File: src/rtl/negator_ctrl.sv
// Word-level sequencer for a bit-serial two's-complement negator: accepts a
// parallel operand, clears the negator, streams the operand LSB-first and
// gathers the serial result into a parallel word.
module negator_ctrl #(
  parameter int WIDTH = 8
) (
  input  logic             CLK,
  input  logic             Reset,
  input  logic             In_Valid,
  output logic             In_Ready,
  input  logic [WIDTH-1:0] In_Data,
  input  logic             Abort,
  output logic             Out_Valid,
  input  logic             Out_Ready,
  output logic [WIDTH-1:0] Out_Data,
  output logic             Out_Ovf,
  output logic             Busy,
  output logic             Neg_X,
  output logic             Neg_En,
  output logic             Neg_Reset,
  input  logic             Neg_N
);

  localparam int CW = (WIDTH > 1) ? $clog2(WIDTH) : 1;
  localparam logic [WIDTH-1:0] MOST_NEG = {1'b1, {(WIDTH-1){1'b0}}};
  localparam logic [CW-1:0]    LAST_BIT = CW'(WIDTH - 1);

  typedef enum logic [1:0] {
    ST_IDLE,
    ST_CLR,
    ST_SHIFT,
    ST_DONE
  } state_e;

  state_e           state_q, state_d;
  logic [CW-1:0]    cnt_q, cnt_d;
  logic [WIDTH-1:0] op_q, op_d;
  logic [WIDTH-1:0] res_q, res_d;
  logic             ovf_q, ovf_d;

  // NOTE: every signal written here gets a default first, so no path can
  // leave a variable unassigned and infer a latch.
  always_comb begin
    state_d   = state_q;
    cnt_d     = cnt_q;
    op_d      = op_q;
    res_d     = res_q;
    ovf_d     = ovf_q;
    In_Ready  = 1'b0;
    Out_Valid = 1'b0;
    Neg_X     = 1'b0;
    Neg_En    = 1'b0;
    Neg_Reset = 1'b0;

    unique case (state_q)
      ST_IDLE: begin
        In_Ready = 1'b1;
        if (In_Valid) begin
          op_d    = In_Data;
          cnt_d   = '0;
          ovf_d   = (In_Data == MOST_NEG);
          state_d = ST_CLR;
        end
      end

      ST_CLR: begin
        Neg_Reset = 1'b1;
        Neg_En    = 1'b1;
        state_d   = Abort ? ST_IDLE : ST_SHIFT;
      end

      ST_SHIFT: begin
        Neg_En = 1'b1;
        Neg_X  = op_q[0];
        // The negator answers in the same cycle, so its bit lands at the top
        // and walks down; after WIDTH shifts the first bit sits at the LSB.
        res_d  = {Neg_N, res_q[WIDTH-1:1]};
        op_d   = op_q >> 1;
        cnt_d  = cnt_q + CW'(1);
        if (Abort) begin
          state_d = ST_IDLE;
        end else if (cnt_q == LAST_BIT) begin
          state_d = ST_DONE;
        end
      end

      ST_DONE: begin
        Out_Valid = 1'b1;
        if (Out_Ready) begin
          state_d = ST_IDLE;
        end
      end

      default: state_d = ST_IDLE;
    endcase
  end

  // NOTE: state registers use non-blocking assignments so every flop samples
  // the pre-edge values regardless of statement order.
  always_ff @(posedge CLK or negedge Reset) begin
    if (!Reset) begin
      state_q <= ST_IDLE;
      cnt_q   <= '0;
      op_q    <= '0;
      res_q   <= '0;
      ovf_q   <= 1'b0;
    end else begin
      state_q <= state_d;
      cnt_q   <= cnt_d;
      op_q    <= op_d;
      res_q   <= res_d;
      ovf_q   <= ovf_d;
    end
  end

  assign Out_Data = res_q;
  assign Out_Ovf  = ovf_q;
  assign Busy     = (state_q != ST_IDLE);

endmodule

File: config.mk
export PLATFORM = sky130hd
export DESIGN_NAME = negator_ctrl
export DESIGN_NICKNAME = d
export VERILOG_FILES = /design/src/rtl/negator_ctrl.sv
export SDC_FILE = /design/constraint.sdc
export NUM_CORES = 1
export LEC_CHECK = 0
export CAP_MARGIN = 20
export CORE_UTILIZATION = 51
export CTS_BUF_LIST = sky130_fd_sc_hd__clkbuf_4 sky130_fd_sc_hd__clkbuf_8 sky130_fd_sc_hd__clkbuf_16
export DETAILED_ROUTE_END_ITERATION = 16
export GPL_ROUTABILITY_DRIVEN = 0
export PLACE_DENSITY = 0.85
export SLEW_MARGIN = 10
export SYNTH_ARGS = -nofsm -noshare
export SYNTH_HDL_FRONTEND = slang
export SYNTH_SLANG_ARGS = --single-unit
File: constraint.sdc
create_clock -name CLK -period 4.7 [get_ports CLK]
set_clock_uncertainty 0.15 [all_clocks]
set_input_delay 0.705 -clock CLK [delete_from_list [all_inputs] [get_ports CLK]]
set_output_delay 0.705 -clock CLK [all_outputs]
set_load 0.02 [all_outputs]
==> results of run 1 <==
-- critical path: stages (launching register included) --
cell and delay [ns]:
dfrtp_1 0.44, inv_1 0.12, ha_1 0.70, and2_1 0.23, clkdlybuf4s50_1 0.59
-- state kept, by name (all words and copies together) (netlist names) --
| signal | cells |
|---|---|
| Out_Data | 8 |
| op_q | 8 |
| cnt_q | 3 |
| state_q | 2 |
| Out_Ovf | 1 |
-- layer usage --
| metal | GRT usage | vias to the layer above |
|---|---|---|
| li1 | - | 413 |
| met5 | 0 | - |
| met3 | 0.0617 | 0 |
| met4 | 0.0286 | 0 |
| met2 | 0.386 | 18 |
| met1 | 0.238 | 417 |
-- power by group --
| part | switching (uW) | internal [uW] | total, uW |
|---|---|---|---|
| clock network | 56.0 | 47.3 | 103 |
| logic | 248 | 254 | 502 |
| registers | 57.5 | 263 | 320 |
-- cell type report --
type	instances	area, um2
fillers	167	588
flip-flops and latches	22	551
multi-input cells	66	538
repair buffers	28	280
clock buffers	4	36.3
well taps	27	33.8
inverters	4	15.0
-- kinds of logic after synthesis --
| family | Yosys count | share of synthesized area |
|---|---|---|
| simple gates | 27 | 0.143 |
| compound gates | 22 | 0.151 |
| flops | 22 | 0.478 |
| buf+inv | 10 | 0.0543 |
| mux | 10 | 0.0967 |
| fa+ha+maj | 7 | 0.0761 |
-- cell usage in the layout, fill, tap and decap left out, types with 3 or more instances in the layout --
master and instances:
a21oi_1 7, a221o_1 7, clkbuf_4 3, clkdlybuf4s50_1 28, dfrtp_1 22, ha_1 7, inv_1 3, mux2_2 8
nand2_1 4, nand2b_1 6, nand3_1 6
-- path summary, 6_finish.rpt --
check                         endpoint        from  slack [ns]  cells after the start
hold / removal                 op_q[4]     op_q[5]        0.36                      1
hold reg to reg                op_q[4]     op_q[5]        0.36                      1
setup reg to reg              cnt_q[0]  state_q[0]        2.29                      4
max in group asynchronous      op_q[6]       Reset        3.07                      1
min in group asynchronous  Out_Data[2]       Reset        0.76                      1
setup / recovery                 Neg_X  state_q[0]        1.45                      4
-- through the flow --
stage | power, uW | setup WS, ns | hold WS (ns) | instance area (um2)
final | 926 | 1.45 | 0.363 | 1450
after global routing | 986 | 1.31 | 0.382 | 1450
after CTS | 931 | 1.42 | 0.358 | 1450
after detailed placement | 825 | 1.78 | 0.331 | 1420
after global placement | 797 | 1.84 | 0.323 | 1420
after floorplan | 657 | 2.56 | 0.259 | 1150
==> flow_summary.ini, run 1 <==
[cts]
cts_resized = 0
cts_setup_buffers = 0
cts-htree-levels = 1
cts.clk_slew.worst_paths_ns = 0.12
clock_sinks = 22
numCtsBuffers = 3
hold_buffers = 0
clk_latency_ns = 0.31
cts_tree = yes
clock_path_buffers = 2
root_buffer = clkbuf_4

[route]
wl_um = 2250
num_vias = 848
drc_errors = 0
met3_length_um = 106
drtAntennaViolNets = 0
highest_layer = met3
wl_per_cell_um = 14.9
route.met2.wl_um = 1160
drt_iter0_drc = 17
drtPass1Iterations = 6
vias_per_cell = 5.62
m1WireLength_um = 986

[floorplan]
num_io_pins = 29
die_y_um = 49.5
start_util = 0.564
fp.dieArea_mm2 = 0.00245
rows = 16
die_w_um = 49.5
coreArea_mm2 = 0.00204

[placement]
portBuffers = 28
dpl.hpwl_um = 1660
dp_cells = 147

[cells_and_area]
final_nets = 146
fin_util = 0.712
n_antenna_cell = 0
finalNonFillerCells = 151
drive_gt1_frac = 0.129
area_growth_syn_to_layout_pct = 26.3

[synthesis]
synthDistinctLibCells = 30
ys_ff_latch = 22
seq_area_frac_synth = 0.478
synth-edff-count = 0
synth_cells = 98
synthFlopType = dfrtp_1
synth_area_leaders = dfrtp_1, mux2_2, ha_1
syn_nets = 119
synth_common_cells = dfrtp_1, mux2_2, a21oi_1, a221o_1, ha_1
syn_avg_cell_area_um2 = 11.7
synth_most_common_cell = dfrtp_1
async_flop_share = 1.00
synth_top_area_cell = dfrtp_1
ys_warn_count = 0
syn_area_mm2 = 0.00115
synth_top_area_share = 0.478

[worst_setup_path]
critPathCaptureType = output port
arrival_ns = 2.40
start_kind = flop
crit_required_ns = 3.85
worstSetupPathType = flop to output port
critPathMaxFanout = 22

[sta]
setup_viol = 0
post-route-min-period_ns = 3.25
post-route-period-util = 0.692
relSlewSlack = 0.373
fin_tns_setup_ns = 0
hold_viol_final = 0
fmaxAchievable_mhz = 308
worstMarginPinSlew_ns = 0.938
maxSlewViolCount = 0
rsz0062_at_grt = no

[power]
ir_drop_mv = 0.448
powerDensity_mw_per_mm2 = 637
leakagePower_uw = 0.000651

[global_route]
antenna_found_initial = 0
grt_max_degree = 23
first_global_vias = 873
grt_overflow_total = 0
grt_pass1_wl_um = 3880
track_usage = 0.207

[outcome]
status = completed

[min_path]
hp-class = flop to flop

[flow_run]
cap_violations = 0
(Power assumes the default switching activity.)
==> run 2: changes to the inputs <==
Settings changed: CORE_UTILIZATION 51 to 43, PLACE_DENSITY 0.85 to 0.76.
Clock period 4.7 ns to 2.94 ns, I/O delays scaled along.
==> run 2 against run 1 <==
  * Via count decreased by 1.7%
  * Cell area up 1.8%
  * Flip-flop and latch count unchanged
  * Register-to-register slack worse by 1.5 ns
  * Critical path depth down 1
  * Cell count grew 4.0%
  * Combinational power increased by 60%
  * Die area is 18% higher
  * Utilization decreased by 12 points
  * First-iteration DRC count shrank 18%
  * Non-clock buffer count is 3 higher
  * Critical endpoint is now In_Ready
  * Highest routed layer is now met4
==> flow_summary.ini, run 2 (synthesis gave the netlist of run 1 again) <==
[floorplan]
fp.dieArea_mm2 = 0.00289
num_io_pins = 29
die_w_um = 53.7
start_util = 0.460
rows = 18
die_y_um = 53.7
coreArea_mm2 = 0.00250

[sta]
rsz0062_at_grt = no
worstMarginPinSlew_ns = 0.658
post-route-min-period_ns = 2.46
hold_viol_final = 0
post-route-period-util = 0.837
fmaxAchievable_mhz = 407
maxSlewViolCount = 0
fin_tns_setup_ns = 0
layout_setup_ws_ns = 0.480
setup_viol = 0
relSlewSlack = 0.561

[global_route]
track_usage = 0.177
first_global_vias = 826
grt_pass1_wl_um = 3620
grt_overflow_total = 0
grt_max_degree = 23
antenna_found_initial = 0

[route]
drtAntennaViolNets = 0
drtPass1Iterations = 4
wl_per_cell_um = 14.1
drc_errors = 0
vias_per_cell = 5.31
wl_um = 2210
num_vias = 834
drt_iter0_drc = 14

[placement]
place_area_mm2 = 0.00144
dpl.hpwl_um = 1590
portBuffers = 28
dp_cells = 153
dp_slack_ns = 0.680

[cells_and_area]
mostFrequentLayoutCells = clkdlybuf4s50_1, dfrtp_1, mux2_2
final_nets = 149
final_common_cell = clkdlybuf4s50_1
finalNonFillerCells = 157
final_area_mm2 = 0.00148
drive_gt1_frac = 0.150
n_antenna_cell = 0
area_growth_syn_to_layout_pct = 28.6

[cts]
clock_path_buffers = 2
cts_setup_buffers = 0
cts.clk_slew.worst_paths_ns = 0.12
hold_buffers = 0
root_buffer = clkbuf_4
clk_latency_ns = 0.31
cts-htree-levels = 1
clock_sinks = 22
numCtsBuffers = 3
cts_resized = 0
cts_tree = yes

[worst_setup_path]
critPathCaptureType = output port
arrival_ns = 1.87
start_kind = flop
crit_required_ns = 2.35
worstSetupPathType = flop to output port
critPathMaxFanout = 8
startpoint = state_q[1]
r2r-start = state_q[0]

[power]
powerDensity_mw_per_mm2 = 999
leakagePower_uw = 0.000666
ir_drop_mv = 0.598
power_uw = 1480

[flow_run]
cap_violations = 0

[min_path]
hp-class = primary input to async pin

[outcome]
status = completed
-- run 2: cell types whose count changed in the layout (fill, tap and decap cells not counted), sizes merged --
cell	delta
buf	+3
-- run 2: power breakdown --
| part | internal, uW | switching (uW) |
|---|---|---|
| logic | 417 | 387 |
| registers | 420 | 87.2 |
| clock network | 75.7 | 91.5 |
| total | 913 | 566 |
-- run 2: worst paths after layout --
kind | slack [ns] | endpoint | depth (start not counted)
setup / recovery | 0.48 | In_Ready | 3
hold / removal | 0.30 | op_q[1] | 2
setup reg to reg | 0.84 | cnt_q[0] | 5
hold reg to reg | 0.37 | Out_Ovf | 2
max in group asynchronous | 2.12 | Out_Data[0] | 2
min in group CLK | 0.37 | Out_Ovf | 2
-- run 2: area by class of cell --
| cell class | count | area, um2 |
|---|---|---|
| sequential | 22 | 551 |
| clock buffer | 4 | 36.3 |
| timing repair buffer | 31 | 303 |
| inverter | 4 | 15.0 |
| multi-input combinational | 66 | 538 |
| fill | 219 | 1020 |
| tap | 30 | 37.5 |
-- run 2: critical path, stage by stage (launching register included) --
cell             delay (ns)
dfrtp_1                0.42
inv_1                  0.13
ha_1                   0.35
clkdlybuf4s50_1        0.67
-- run 2: through the flow --
step                hold WS, ns  utilization
finish                    0.300        0.592
global route              0.347        0.592
CTS                       0.301        0.592
detailed placement        0.339        0.578
global placement          0.321        0.578
floorplan              -0.00459            -
-- run 2: per-layer routing --
layer | global-route usage | part of all wire
met2 | 0.302 | 0.48
met3 | 0.0339 | 0.047
met1 | 0.217 | 0.47
met5 | 0 | 0
met4 | 0.0658 | 0.0063
==> run 3: changes to the inputs <==
Settings changed: CORE_UTILIZATION 43 to 48, PLACE_DENSITY 0.76 to 0.8.
Clock period 2.94 ns to 2.34 ns, I/O delays scaled along.
==> run 3 against run 2 <==
  * Die area fell by 10%
  * Via count rose by 7.2%
  * Utilization rose by 9.1 points
  * Critical endpoint is now Neg_En
  * Largest power group unchanged
==> flow_summary.ini, run 3 (synthesis gave the netlist of run 1 again) <==
[placement]
portBuffers = 28
dpl.hpwl_um = 1750
dp_slack_ns = 0.327
dp_cells = 153

[cells_and_area]
finalNonFillerCells = 157
regArea_um2 = 551
fill_cells = 165
area_growth_syn_to_layout_pct = 32.6
fin_util = 0.683
drive_gt1_frac = 0.171
multi_input_area_um2 = 551
final_nets = 151
mostFrequentLayoutCells = clkdlybuf4s50_1, dfrtp_1, mux2_2, a21oi_1, a221o_1
final_common_cell = clkdlybuf4s50_1
n_antenna_cell = 0

[global_route]
grt_overflow_total = 0
grt_max_degree = 23
track_usage = 0.223
grt_pass1_wl_um = 4250
first_global_vias = 967
antenna_found_initial = 0

[floorplan]
die_y_um = 51.0
num_io_pins = 29
rows = 17
die_w_um = 51.0
start_util = 0.515
fp.dieArea_mm2 = 0.00260
coreArea_mm2 = 0.00223

[worst_setup_path]
critPathMaxFanout = 4
crit_slowest_cell = clkdlybuf4s50_1
critPathCaptureType = output port
crit_required_ns = 1.84
worstSetupPathType = flop to output port
path_cells = inv_1, ha_1, clkdlybuf4s50_1
worst-path-buf-inv = 2
cpPeakStageDelay_ns = 0.59
arrival_ns = 1.74
start_kind = flop
critPathTopFamily = buffers and inverters

[power]
leakagePower_uw = 0.000713
power_frac_seq = 0.321
clock_power_share = 0.145
combPwrFrac = 0.535
p_int_uw = 1250
powerDensity_mw_per_mm2 = 1300
switching_power_uw = 739
switching_share = 0.372
ir_drop_mv = 0.902

[sta]
hold_viol_final = 0
rsz0062_at_grt = no
fmaxAchievable_mhz = 447
relSlewSlack = 0.543
setup_viol = 0
worstMarginPinSlew_ns = 0.684
post-route-min-period_ns = 2.24
post-route-period-util = 0.957
fin_tns_setup_ns = 0
hold_ws_ns = 0.223
layout_setup_ws_ns = 0.101
maxSlewViolCount = 0

[cts]
hold_buffers = 0
numCtsBuffers = 3
root_buffer = clkbuf_4
clk_latency_ns = 0.30
clock_sinks = 22
cts_setup_buffers = 0
cts.clk_slew.worst_paths_ns = 0.12
cts_tree = yes
clock_path_buffers = 2
cts-htree-levels = 1

[route]
drtAntennaViolNets = 0
drc_errors = 0
drtPass1Iterations = 4
wl_per_cell_um = 15.2
wl_um = 2390
num_vias = 894
vias_per_cell = 5.69
drt_iter0_drc = 25

[flow_run]
cap_violations = 0

[outcome]
status = completed

[min_path]
hp-class = primary input to async pin
-- run 3: changes by cell type in the layout (fill, tap and decap cells not counted) --
cell             delta
clkbuf_8            -1
ha_4                +1
clkdlybuf4s50_1     -2
buf_4               +2
dlymetal6s2s_1      +2
bufinv_16           +1
ha_1                -1
-- run 3: what timing repair did --
item,CTS,global route
cloned,0,0
hold endpoints to repair,0,0
gates resized for setup,1,3
setup endpoints to repair,2,3
-- run 3: area by class of cell --
class                           instances  share of cell area
Timing Repair Buffer                   33               0.211
Multi-Input combinational cell         66               0.361
Clock buffer                            3              0.0148
Clock inverter                          1              0.0197
Inverter                                4             0.00984
Tap cell                               28              0.0230
Sequential cell                        22               0.361
-- run 3: layer usage --
layer / global-route usage / vias to the layer above / routed length, um
met1: 0.266 / 442 / 1010
met4: 0.111 / 0 / 31
met5: 0 / - / 0
met3: 0.0327 / 4 / 102
li1: - / 419 / -
met2: 0.388 / 29 / 1240
-- run 3: worst register-to-register path, cell delays in order, from the launching register on --
cell and delay [ns]:
dfrtp_1 0.42, inv_1 0.12, ha_4 0.21, nor2b_4 0.13, nor2b_1 0.54, mux2_2 0.28
-- run 3: path summary, 6_finish.rpt --
kind,cells after the start,startpoint,slack [ns],end
worst max-delay path,3,state_q[0],0.10,Neg_En
worst min-delay path,2,Reset,0.22,Out_Data[6]
worst max register to register,5,state_q[0],0.44,cnt_q[0]
worst min register to register,2,Out_Ovf,0.36,Out_Ovf
max in group asynchronous,2,Reset,1.61,op_q[0]
min in group CLK,2,Out_Ovf,0.36,Out_Ovf
-- run 3: power groups by stage --
stage	clock [uW]	combinational (uW)	sequential, uW
6_report	287	1060	637
3_3_place_gp	0	1000	633
3_5_place_dp	0	1040	643
5_1_grt	311	1160	656
4_1_cts	297	1050	636
2_1_floorplan	0	630	690
-- run 3: per-stage QoR --
step / area, um2 / total power (uW)
2_1_floorplan: 1150 / 1320
3_3_place_gp: 1460 / 1640
3_5_place_dp: 1460 / 1680
4_1_cts: 1510 / 1980
5_1_grt: 1530 / 2120
6_report: 1530 / 1990
